### config.mk
export PLATFORM = sky130hd
export DESIGN_NAME = set_bit_sequencer
export DESIGN_NICKNAME = d
export VERILOG_FILES = /design/src/rtl/set_bit_seq_pkg.sv /design/src/rtl/set_bit_sequencer_trailing_zero_count.sv /design/src/rtl/set_bit_sequencer.sv
export SDC_FILE = /design/constraint.sdc
export NUM_CORES = 1
export LEC_CHECK = 0
export ABC_AREA = 0
export BUFFER_PORTS_ARGS = -buffer_cell sky130_fd_sc_hd__buf_2
export CELL_PAD_IN_SITES_DETAIL_PLACEMENT = 1
export CELL_PAD_IN_SITES_GLOBAL_PLACEMENT = 1
export CORE_MARGIN = 10
export CORE_UTILIZATION = 43
export CTS_CLUSTER_DIAMETER = 200
export DETAILED_ROUTE_END_ITERATION = 16
export HOLD_SLACK_MARGIN = 0.06
export PLACE_DENSITY_LB_ADDON = 0.2
export SYNTH_ARGS = -nofsm -noshare
export SYNTH_HDL_FRONTEND = slang
export SYNTH_SLANG_ARGS = --single-unit
### constraint.sdc
create_clock -name clk -period 6.8 [get_ports clk]
set_clock_uncertainty 0.15 [all_clocks]
set_input_delay 0.68 -clock clk [delete_from_list [all_inputs] [get_ports clk]]
set_output_delay 0.68 -clock clk [all_outputs]
set_load 0.005 [all_outputs]
### src/rtl/set_bit_seq_pkg.sv
// Shared types and helpers for the set-bit sequencer.
// Optional feature macro: SET_BIT_SEQ_EMPTY_PASS_EN (adds the EMPTY state).
package set_bit_seq_pkg;

  // Widest mask the clear-lowest helper handles; callers zero-extend into it.
  localparam int MAX_W = 1024;

  typedef enum logic [1:0] {
    ST_IDLE  = 2'd0,
    ST_DRAIN = 2'd1
`ifdef SET_BIT_SEQ_EMPTY_PASS_EN
    ,
    ST_EMPTY = 2'd2
`endif
  } state_t;

  // Index width: enough bits to also represent DATA_WIDTH itself (empty mask).
  function automatic int idx_w(input int width);
    return $clog2(width) + 1;
  endfunction

  // Clears the lowest set bit of v.
  function automatic logic [MAX_W-1:0] clear_lowest_set(input logic [MAX_W-1:0] v);
    return v & (v - 1'b1);
  endfunction

endpackage

### src/rtl/set_bit_sequencer_trailing_zero_count.sv
// Combinational trailing-zero count; an all-zero input returns DATA_WIDTH.
module trailing_zero_count
  import set_bit_seq_pkg::*;
#(
  parameter int DATA_WIDTH = 32
) (
  input  logic [DATA_WIDTH-1:0]        din,
  output logic [idx_w(DATA_WIDTH)-1:0] count
);

  localparam int IDX_W = idx_w(DATA_WIDTH);

  // Scan from the top down so the lowest set bit wins.
  always_comb begin
    count = IDX_W'(DATA_WIDTH);
    for (int i = DATA_WIDTH - 1; i >= 0; i--) begin
      if (din[i]) count = IDX_W'(i);
    end
  end

endmodule

### src/rtl/set_bit_sequencer.sv
// Drains a request mask one set bit per cycle, lowest index first, over a
// valid/ready stream. Back-to-back masks are accepted on the last beat.
// Optional feature macro: SET_BIT_SEQ_EMPTY_PASS_EN (all-zero masks emit one
// beat with dout=DATA_WIDTH instead of being swallowed).
module set_bit_sequencer
  import set_bit_seq_pkg::*;
#(
  parameter int DATA_WIDTH = 32
) (
  input  logic                         clk,
  input  logic                         reset,
  input  logic                         din_valid,
  output logic                         din_ready,
  input  logic [DATA_WIDTH-1:0]        din,
  output logic                         dout_valid,
  input  logic                         dout_ready,
  output logic [idx_w(DATA_WIDTH)-1:0] dout,
  output logic                         dout_last,
  output logic                         busy
);

  state_t                state_q, state_d;
  logic [DATA_WIDTH-1:0] mask_q, mask_d;
  logic                  din_hs, dout_hs;

  trailing_zero_count #(.DATA_WIDTH(DATA_WIDTH)) u_tzc (
    .din   (mask_q),
    .count (dout)
  );

  // State and mask registers with synchronous reset.
  always_ff @(posedge clk) begin
    if (reset) begin
      state_q <= ST_IDLE;
      mask_q  <= '0;
    end else begin
      state_q <= state_d;
      mask_q  <= mask_d;
    end
  end

  // Handshakes, stream outputs and next-state selection.
  always_comb begin
    state_d    = state_q;
    mask_d     = mask_q;
    dout_valid = (state_q != ST_IDLE);
    busy       = (state_q != ST_IDLE);
    // In EMPTY mask_q is zero, so this also flags the single empty beat as last.
    dout_last  = dout_valid && ((mask_q & (mask_q - 1'b1)) == '0);
    din_ready  = (state_q == ST_IDLE) || (dout_ready && dout_last);
    din_hs     = din_valid && din_ready;
    dout_hs    = dout_valid && dout_ready;

    if (dout_hs) begin
      if (dout_last) begin
        state_d = ST_IDLE;
        mask_d  = '0;
      end else begin
        mask_d = DATA_WIDTH'(clear_lowest_set(MAX_W'(mask_q)));
      end
    end

    // A new mask can only land when idle or on the final beat of the current one.
    if (din_hs) begin
      if (din != '0) begin
        mask_d  = din;
        state_d = ST_DRAIN;
      end
`ifdef SET_BIT_SEQ_EMPTY_PASS_EN
      else begin
        mask_d  = '0;
        state_d = ST_EMPTY;
      end
`endif
    end
  end

endmodule

==> key figures <==
Status
  • Status: finished clean

Die
  • Die height: 91.18 um
  • Starting Density: 0.4522
  • Die area: 8313 um^2
  • DIE WIDTH: 91.18 um
  • Placement row count: 25
  • Ports: 46
  • Core Area: 4817 um^2

Logic synthesis
  • YS warnings: 0
  • Net Count, Synth: 296
  • Syn Std Cell Area: 2178 um^2
  • Average cell area after synthesis: 8.378 um^2
  • Post-synth EDFFs: 0
  • Yosys cell types: 49
  • Synthesized flop and latch total: 34
  • Primary FF master, synth: dfxtp_1
  • Cells after Synth: 260
  • Sequential-to-total area share from yosys stat: 0.3125
  • Asr flop ratio synth: 0

Drt
  • Final ANT Viol Nets: 0
  • First drt pass iteration count: 6
  • Final WL: 7.134 mm
  • DR vias/cell: 6.092
  • DRT iter0 DRCs: 47
  • Routed wire per std cell: 19.39 um
  • DRC: 0
  • Routed via count: 2242

Cells and area
  • Final net count: 336
  • # diodes: 0
  • Post-Layout Cell Count: 368
  • Highest-count cells in the layout ignoring fill and taps: buf_2, dfxtp_1, nor2_1, nand2_1, a32o_1
  • Post-Layout Inst Area: 2516 um^2
  • Ratio of cells with drive above 1 in the final layout: 0.2292
  • Area Growth Syn to Fin: 15.51%
  • Most common cell after layout, fill and taps aside: buf_2

Setup path
  • Crit path cell chain: or4_1, nand4bb_4, or4_1, a2111oi_2, o2111a_2, and3_1, buf_2
  • Critical path buffer and inverter count: 1
  • Crit path max fanout: 8
  • Slowest CP cell: or4_1
  • Setup crit end kind: primary output
  • Crit path depth: 7
  • CP top delay family: simple AND/OR/NAND/NOR gates
  • Critical Path AT: 3.16 ns
  • Required time worst endpoint: 5.97 ns
  • Reg-to-reg critical path endpoint: mask_q[13]$_SDFF_PP0_
  • Max incr delay on CP: 0.67 ns
  • Startpoint Class: flip-flop
  • Worst setup path start: mask_q[2]$_SDFF_PP0_
  • Top cell by count, worst path: or4_1
  • R2r startpoint: mask_q[2]$_SDFF_PP0_
  • R2R Setup Slk: 2.96 ns
  • Cell depth of the worst flop-to-flop path: 8
  • Crit Path Category: flip-flop to primary output
  • Crit path to: dout_last

GRT
  • Number of global-route vias before repair: 2392
  • Largest net degree at the start of global routing: 33
  • GRT Util Overall: 0.1696
  • Initial antenna violation count: 0
  • GRT overflow: 0
  • First-pass GRT wire length: 11.83 mm

Pwr
  • Total power: 0.6626 mW
  • Pwr dens: 263.3 nW/um^2
  • LEAKAGE: 0.9554 nW
  • VDD IR max: 139.6 uV

Run
  • Max capacitance violation total: 0

Clock tree
  • CTS clk-pin slew, worst paths: 0.08 ns
  • CTS resizes: 0
  • Hold-fix buffers, CTS: 0
  • Total CTS buffers: 5
  • CTS tree: done
  • H-tree Lvls: 2
  • Clock latency on the worst-skew pair: 0.30 ns
  • Max clock buf depth: 2
  • Num Clock Sinks: 34
  • Root buffer cell: clkbuf_8
  • Post-CTS setup buffer count: 0

Placed design
  • Buffers on Ports: 45
  • Placed Cells: 360
  • Final GP Congestion: 0.9093
  • DP Wirelength: 5.551 mm
  • Placement Cell Area: 2402 um^2

Timing
  • Final period util: 0.5871
  • Final Hold Fails: 0
  • Final Hold Slack: 0.3042 ns
  • Max-slew violation count: 0
  • Max_slew headroom: 0.4554
  • Number of setup violations in the final report: 0
  • F_max: 250.5 MHz
  • Minimum clock period: 3.992 ns
  • RSZ-0062 raised after global routing: no
  • Setup TNS: 0 ns
  • Worst-Margin Slew: 0.8094 ns

Hold path
  • Worst min path class: flip-flop to flip-flop
-- flip-flops by register name, indices dropped and copies added (netlist names) --
| register | flops |
|---|---|
| state_q | 2 |
| mask_q | 32 |
-- stage by stage --
step	util	setup slack [ns]
floorplan	-	3.431
global placement	0.4987	3.137
detailed placement	0.4987	3.005
CTS	0.5223	2.814
global route	0.5223	2.638
finish	0.5223	2.808
-- final cells by class --
cell class                 instances  area (um^2)
clock buffer                       5        68.82
clock inverter                     3        45.04
fill                             635         2301
inverter                          13        48.80
multi-input combinational        200         1356
sequential                        34        680.7
tap                               67        83.83
timing repair buffer              46        232.7
-- worst min path at each step --
stage | start | end | slack (ns) | cells after the start
finish | state_q[0]$_SDFF_PP0_ | state_q[0]$_SDFF_PP0_ | 0.30 | 1
global route | state_q[0]$_SDFF_PP0_ | state_q[0]$_SDFF_PP0_ | 0.33 | 1
CTS | state_q[0]$_SDFF_PP0_ | state_q[0]$_SDFF_PP0_ | 0.31 | 1
detailed placement | state_q[0]$_SDFF_PP0_ | state_q[0]$_SDFF_PP0_ | 0.29 | 1
global placement | state_q[0]$_SDFF_PP0_ | state_q[0]$_SDFF_PP0_ | 0.28 | 1
floorplan | state_q[0]$_SDFF_PP0_ | state_q[0]$_SDFF_PP0_ | 0.27 | 1
-- layer usage --
metal,vias to the layer above,global-route usage,share of wire
met3,8,0.03621,0.047
met4,0,0.03655,0.010
li1,1091,-,-
met1,1091,0.2029,0.43
met5,-,0,0
met2,52,0.3025,0.51
-- where the power goes --
part           internal [mW]  switching, mW
sequential             0.217         0.0310
clock                  0.109         0.0822
combinational         0.0955          0.128
total                  0.422          0.241
-- cell families (layout without fill, tap and decap cells) --
| family | Yosys count | in the layout | share of synthesized area |
|---|---|---|---|
| adders and majority gates | 1 | 1 | 0.004595 |
| buffers and inverters | 26 | 67 | 0.06491 |
| and+or+nand+nor | 105 | 105 | 0.2745 |
| AOI/OAI and AO/OA | 94 | 94 | 0.3435 |
| DFF | 34 | 34 | 0.3125 |
-- synthesized netlist by cell type, types with 2 or more instances --
library cell	count	area, um^2
o21a_1	8	60.06
buf_6	5	56.30
nand4_1	3	18.77
a21oi_1	16	80.08
o31ai_1	2	15.01
a2111oi_0	2	17.52
o22ai_1	2	12.51
o21ai_0	10	50.05
a22o_1	9	78.83
or4_1	6	45.04
and3_1	2	12.51
o211ai_1	2	15.01
inv_1	13	48.80
or2_2	6	37.54
a211oi_1	2	15.01
and2_1	2	12.51
clkbuf_1	5	18.77
nor4_2	2	25.02
a31oi_1	5	31.28
or3_1	9	56.30
dfxtp_1	34	680.7
nor2_1	26	97.59
nor4_1	12	75.07
a32o_1	22	220.2
nand2_1	22	82.58
o21bai_1	3	22.52
nand3_1	5	25.02
nor3_1	3	15.01
buf_2	2	10.01
Note: power is estimated with default switching activity, not from simulation.
